**config.mk**
```make
export PLATFORM = sky130hd
export DESIGN_NAME = fetch_unit
export DESIGN_NICKNAME = d
export VERILOG_FILES = /design/src/rtl/fetch_unit.sv
export SDC_FILE = /design/constraint.sdc
export NUM_CORES = 1
export LEC_CHECK = 0
export ABC_AREA = 1
export BUFFER_PORTS_ARGS = -buffer_cell sky130_fd_sc_hd__clkbuf_2
export CORE_MARGIN = 1.5
export CORE_UTILIZATION = 45
export CTS_CLUSTER_DIAMETER = 40
export DETAILED_ROUTE_END_ITERATION = 6
export HOLD_SLACK_MARGIN = 0.06
export PLACE_DENSITY = 0.66
export SYNTH_ARGS = -nofsm -noshare
export SYNTH_HDL_FRONTEND = slang
export SYNTH_SLANG_ARGS = --single-unit
```
**constraint.sdc**
```tcl
create_clock -name CLK -period 4.17 [get_ports CLK]
set_input_delay 0.2085 -clock CLK [delete_from_list [all_inputs] [get_ports CLK]]
set_output_delay 0.2085 -clock CLK [all_outputs]
set_load 0.02 [all_outputs]
```
**src/rtl/fetch_unit.sv**
```systemverilog
// fetch_unit: instruction fetch stage with request/grant/response memory port,
// an IBUF_DEPTH-entry instruction buffer and redirect flush.
// Optional misaligned-fetch fault reporting is enabled by FETCH_ALIGN_CHECK_EN.
module fetch_unit #(
  parameter logic [31:0] RESET_PC   = 32'h0000_0000,
  parameter int unsigned IBUF_DEPTH = 2
) (
  input  logic        CLK,
  input  logic        RSTN,
  output logic        IMEM_REQ,
  output logic [31:0] IMEM_ADDR,
  input  logic        IMEM_GNT,
  input  logic        IMEM_RVALID,
  input  logic [31:0] IMEM_RDATA,
  output logic        INST_VALID,
  output logic [31:0] INST,
  output logic [31:0] INST_PC,
  input  logic        INST_READY,
  input  logic        REDIRECT,
  input  logic [31:0] REDIRECT_PC
`ifdef FETCH_ALIGN_CHECK_EN
  ,
  output logic        INST_FAULT
`endif
);

  localparam int unsigned PW = (IBUF_DEPTH > 1) ? $clog2(IBUF_DEPTH) : 1;
  localparam int unsigned CW = PW + 1;
  localparam logic [CW-1:0] DEPTH_C = CW'(IBUF_DEPTH);

  typedef enum logic [1:0] {
    S_IDLE,
    S_REQ,
    S_WAIT,
    S_DROP
  } state_e;

  state_e        state_q, state_d;
  logic [31:0]   fetch_pc_q, fetch_pc_d;
  logic [31:0]   req_pc_q, req_pc_d;
  logic          halt_q, halt_d;
  logic [PW-1:0] rd_ptr_q, rd_ptr_d;
  logic [PW-1:0] wr_ptr_q, wr_ptr_d;
  logic [CW-1:0] count_q, count_d;

  logic [31:0]   buf_data_q [IBUF_DEPTH];
  logic [31:0]   buf_pc_q   [IBUF_DEPTH];

  logic          req_q, req_d;
  logic [31:0]   addr_q, addr_d;
  logic          valid_q, valid_d;
  logic [31:0]   inst_q, inst_d;
  logic [31:0]   inst_pc_q, inst_pc_d;

  logic          gnt;
  logic          pop;
  logic          push;
  logic [31:0]   push_data;
  logic [31:0]   push_pc;
  logic [31:0]   head_data;
  logic [31:0]   head_pc;
  logic          pc_misaligned;
  logic          next_misaligned;

`ifdef FETCH_ALIGN_CHECK_EN
  logic          buf_fault_q [IBUF_DEPTH];
  logic          fault_q, fault_d;
  logic          push_fault;
  logic          head_fault;

  assign pc_misaligned   = (fetch_pc_q[1:0] != 2'b00);
  assign next_misaligned = (fetch_pc_d[1:0] != 2'b00);
  assign INST_FAULT      = fault_q;
`else
  assign pc_misaligned   = 1'b0;
  assign next_misaligned = 1'b0;
`endif

  // A grant only counts while a request is actually on the bus.
  assign gnt = IMEM_GNT & req_q;
  assign pop = valid_q & INST_READY;

  always_comb begin
    state_d    = state_q;
    fetch_pc_d = fetch_pc_q;
    req_pc_d   = req_pc_q;
    halt_d     = halt_q;
    push       = 1'b0;
    push_data  = '0;
    push_pc    = '0;
`ifdef FETCH_ALIGN_CHECK_EN
    push_fault = 1'b0;
`endif

    case (state_q)
      S_IDLE: begin
        if (!halt_q && (count_q < DEPTH_C)) state_d = S_REQ;
      end
      S_REQ: begin
        if (pc_misaligned) begin
          push    = 1'b1;
          push_pc = fetch_pc_q;
`ifdef FETCH_ALIGN_CHECK_EN
          push_fault = 1'b1;
`endif
          halt_d  = 1'b1;
          state_d = S_IDLE;
        end else if (gnt) begin
          req_pc_d   = fetch_pc_q;
          fetch_pc_d = fetch_pc_q + 32'd4;
          state_d    = S_WAIT;
        end
      end
      S_WAIT: begin
        if (IMEM_RVALID) begin
          push      = 1'b1;
          push_data = IMEM_RDATA;
          push_pc   = req_pc_q;
          state_d   = ((count_q + CW'(1) - CW'(pop)) < DEPTH_C) ? S_REQ : S_IDLE;
        end
      end
      S_DROP: begin
        if (IMEM_RVALID) state_d = S_REQ;
      end
      default: state_d = S_IDLE;
    endcase

    if (REDIRECT) begin
      fetch_pc_d = REDIRECT_PC;
      halt_d     = 1'b0;
      push       = 1'b0;
      case (state_q)
        S_IDLE:  state_d = S_REQ;
        S_REQ:   state_d = gnt ? S_DROP : S_REQ;
        S_WAIT:  state_d = IMEM_RVALID ? S_REQ : S_DROP;
        // A stale response landing with the redirect retires the only
        // outstanding request, so staying in S_DROP would never exit.
        S_DROP:  state_d = IMEM_RVALID ? S_REQ : S_DROP;
        default: state_d = S_IDLE;
      endcase
    end
  end

  always_comb begin
    if (REDIRECT) begin
      rd_ptr_d = '0;
      wr_ptr_d = '0;
      count_d  = '0;
    end else begin
      rd_ptr_d = rd_ptr_q + PW'(pop);
      wr_ptr_d = wr_ptr_q + PW'(push);
      count_d  = count_q + CW'(push) - CW'(pop);
    end

    // The registered head must reflect a word written this same cycle.
    if (push && (wr_ptr_q == rd_ptr_d)) begin
      head_data = push_data;
      head_pc   = push_pc;
    end else begin
      head_data = buf_data_q[rd_ptr_d];
      head_pc   = buf_pc_q[rd_ptr_d];
    end
`ifdef FETCH_ALIGN_CHECK_EN
    head_fault = (push && (wr_ptr_q == rd_ptr_d)) ? push_fault : buf_fault_q[rd_ptr_d];
`endif

    req_d     = (state_d == S_REQ) && !next_misaligned;
    addr_d    = fetch_pc_d & 32'hFFFF_FFFC;
    valid_d   = (count_d != '0);
    inst_d    = valid_d ? head_data : '0;
    inst_pc_d = valid_d ? head_pc   : '0;
`ifdef FETCH_ALIGN_CHECK_EN
    fault_d   = valid_d ? head_fault : 1'b0;
`endif
  end

  always_ff @(posedge CLK) begin
    if (!RSTN) begin
      state_q    <= S_IDLE;
      fetch_pc_q <= RESET_PC;
      req_pc_q   <= '0;
      halt_q     <= 1'b0;
      rd_ptr_q   <= '0;
      wr_ptr_q   <= '0;
      count_q    <= '0;
      req_q      <= 1'b0;
      addr_q     <= RESET_PC;
      valid_q    <= 1'b0;
      inst_q     <= '0;
      inst_pc_q  <= '0;
`ifdef FETCH_ALIGN_CHECK_EN
      fault_q    <= 1'b0;
`endif
    end else begin
      state_q    <= state_d;
      fetch_pc_q <= fetch_pc_d;
      req_pc_q   <= req_pc_d;
      halt_q     <= halt_d;
      rd_ptr_q   <= rd_ptr_d;
      wr_ptr_q   <= wr_ptr_d;
      count_q    <= count_d;
      req_q      <= req_d;
      addr_q     <= addr_d;
      valid_q    <= valid_d;
      inst_q     <= inst_d;
      inst_pc_q  <= inst_pc_d;
`ifdef FETCH_ALIGN_CHECK_EN
      fault_q    <= fault_d;
`endif
    end
  end

  always_ff @(posedge CLK) begin
    if (RSTN && push) begin
      buf_data_q[wr_ptr_q]  <= push_data;
      buf_pc_q[wr_ptr_q]    <= push_pc;
`ifdef FETCH_ALIGN_CHECK_EN
      buf_fault_q[wr_ptr_q] <= push_fault;
`endif
    end
  end

  assign IMEM_REQ   = req_q;
  assign IMEM_ADDR  = addr_q;
  assign INST_VALID = valid_q;
  assign INST       = inst_q;
  assign INST_PC    = inst_pc_q;

endmodule

```
==> run metrics <==
FF-to-FF setup slack 1.55 ns; share of cells above drive strength 1 0.1718; gr usage total 0.2159; top-area cell type share of the netlist area 0.3428; CTS Root Cell clkbuf_16; R2R depth 10; Detail Route Antenna Nets 0; Hold EP fetch_pc_q[18]; die height 160.9 um; Worst Skew 0.02001 ns; Hold Path Depth 3; Switching Power 1.371 mW; DRT Wirelength 28160 um; max-slew violations 0; pre-CTS setup slack 1.066 ns; Skew-Pair Late Insertion Delay 0.52 ns; WP data arrival 3.01 ns; top_reg_cell synth dfxtp_1; clock sinks 264; total CTS buffers 35; Initial Util 0.4597; # IOs 168; DR DRC count 0; unrepaired setup endpoints after global routing no; final worst slack 1.555 ns; Synth Cell Area 11210 um2; hold buffer count at cts 62; hold_sp REDIRECT_PC[18]; Ys Warns 0; Post-CTS Setup Bufs 0; Cell Pwr Density 434.8 nW/um2; post_cts resized 0; Initial DRC Count 705; first drt pass iteration count 7; hold crit path type input port to register; Final GP Congestion 0.8679; Rows 57; worst path required time 4.57 ns; setup violators final 0; Cell variety after synth 27; Cells after DPL 1673; status finished, final reports clean; critical path capture point type register; Setup CP Type register to register; DP Wirelength 16580 um; vias in the first global route 8756; Post-synth EDFFs 128; Synth area leader edfxtp_1; Vias/cell 5.130; nature of the critical path startpoint register; Syn-to-layout area delta 23.20%; Least-Margin Pin Slew 0.9107 ns; commonest cells in the synthesized netlist nand2_1 (251), nor2_1 (250), dfxtp_1 (136); power share of the sequential group 0.464; Reg2Reg Launch Point INST_VALID; Final Hold Viols 0; maxcap violations 0; Gate power share 0.049; fmax 0.3824 GHz; Slew HR 0.3928; die width 160.9 um; syn avg cell area 8.781 um2; DR vias 9219; register bit total from synthesis 264; Worst Setup SP INST_VALID; initial antenna violation count 0; Reg2Reg Capture Point INST[25]; Finished Layout Cells 1797; Synth area leaders edfxtp_1 (34%), dfxtp_1 (24%), nand2_1 (8.4%); largest net degree at the start of global routing 85; die area 25870 um2; Final period util 0.6272; Crit Path Max Fanout 84; Mapped Cells 1277; port bufs 165; core area 24390 um2; Async SR Flop Fraction 0; Max clock buf depth 3; antenna fix cells 0; Min Hold Slack 0.06795 ns; CTS tree built; Final min period 2.615 ns; Max H-tree Level 2; Reg clk slew, reported paths 0.06 ns; GR Overflow Total 0; Max VDD drop 0.2842 mV; Sw Ratio 0.2283; clock share of power 0.486; leakage power 5.826 nW; WL/cell 15.67 um; sequential-to-total area share from yosys stat 0.5856; count leader, synth nand2_1; setup TNS 0 ns; internal power 4.636 mW; first-pass GRT wire length 44640 um; final net count 1521
## worst max-delay path by stage
stage                     depth (start not counted)  slack, ns               end
after floorplan                                   6       0.26  buf_data_q[0][0]
after global placement                           10       1.17        INST_PC[1]
after detailed placement                         10       1.07          INST[25]
after CTS                                        10       1.57          INST[25]
after global routing                             10       1.31          INST[15]
final                                            10       1.55          INST[25]
## state kept, by name (all words and copies together), names as in the netlist
signal / count
IMEM_REQ: 1
INST: 32
INST_PC: 32
INST_VALID: 1
buf_data_q: 64
buf_pc_q: 64
count_q: 2
fetch_pc_q: 32
rd_ptr_q: 1
req_pc_q: 32
state_q: 2
wr_ptr_q: 1
## cells by family (layout without fill, tap and decap cells)
logic type / after synthesis / count (layout) / synth area share
and+or+nand+nor: 662 / 662 / 0.2497
DFF: 264 / 264 / 0.5856
buffers and inverters: 201 / 396 / 0.08514
AOI/OAI and AO/OA: 130 / 130 / 0.06338
xor gates and xnor gates: 16 / 16 / 0.01250
adders and majority gates: 3 / 3 / 0.003348
other: 1 / 2 / 0.0003344
## metrics by stage
stage               cell area, um2    util  power (mW)
floorplan                    11220       -       2.999
global placement             12040  0.4934       3.088
detailed placement           12040  0.4934       3.090
CTS                          13810  0.5664       6.047
global route                 13810  0.5664       6.206
finish                       13810  0.5664       6.007
## final cells by class
cell class	instances	area [um2]
tap	324	405.4
clock buffer	38	897.1
inverter	92	345.3
timing repair buffer	242	1597
clock inverter	24	261.5
sequential	264	6566
fill	2134	10580
multi-input combinational	813	3742
## power by group through the flow
stage	logic, mW	clock network, mW	registers (mW)
floorplan	0.173	0	2.83
global placement	0.246	0	2.84
detailed placement	0.247	0	2.84
CTS	0.294	2.96	2.79
global route	0.325	3.09	2.79
finish	0.296	2.92	2.79
## worst max-delay path, cell delays in order, from the launching register on
cell and delay, ns:
dfxtp_1 0.32, nand2_1 0.17, inv_1 0.10, nand2_2 0.09, nand3_2 0.09, xor2_1 0.19
nand2_4 0.67, buf_4 0.55, nand3_1 0.14, nand2_1 0.09, nor2_1 0.04
## cell usage in the layout (no fill, tap or decap), types with 2 or more instances in the layout
cell type and instances:
xor2_1 12, ha_1 3, clkinv_1 4, nand3b_1 9, clkbuf_2 165, clkinv_8 2
edfxtp_1 128, buf_4 12, inv_6 3, clkinv_4 4, inv_1 89, clkbuf_1 2
nor2_1 248, dfxtp_1 136, o21ai_0 45, nand3_1 76, nor2_4 2, conb_1 2
o21bai_1 2, clkinv_2 4, a22oi_1 18, nand4_1 67, xnor2_1 4, nor2_2 6
nand2_2 3, bufinv_16 3, a31oi_1 5, nand2_1 247, buf_12 3, a21oi_1 57
dlygate4sd3_1 62, clkinvlp_4 3, nor3_1 2, clkbuf_16 35, inv_2 3
## layer usage
metal | up-vias | wire length [um] | global-route usage | share of wire
met4 | 0 | 626 | 0.06566 | 0.022
met1 | 4309 | 12500 | 0.2941 | 0.44
met2 | 309 | 13280 | 0.3542 | 0.47
met5 | - | 0 | 0 | 0
li1 | 4550 | - | - | -
met3 | 51 | 1751 | 0.03487 | 0.062
Note: power is estimated with default switching activity, not from simulation.
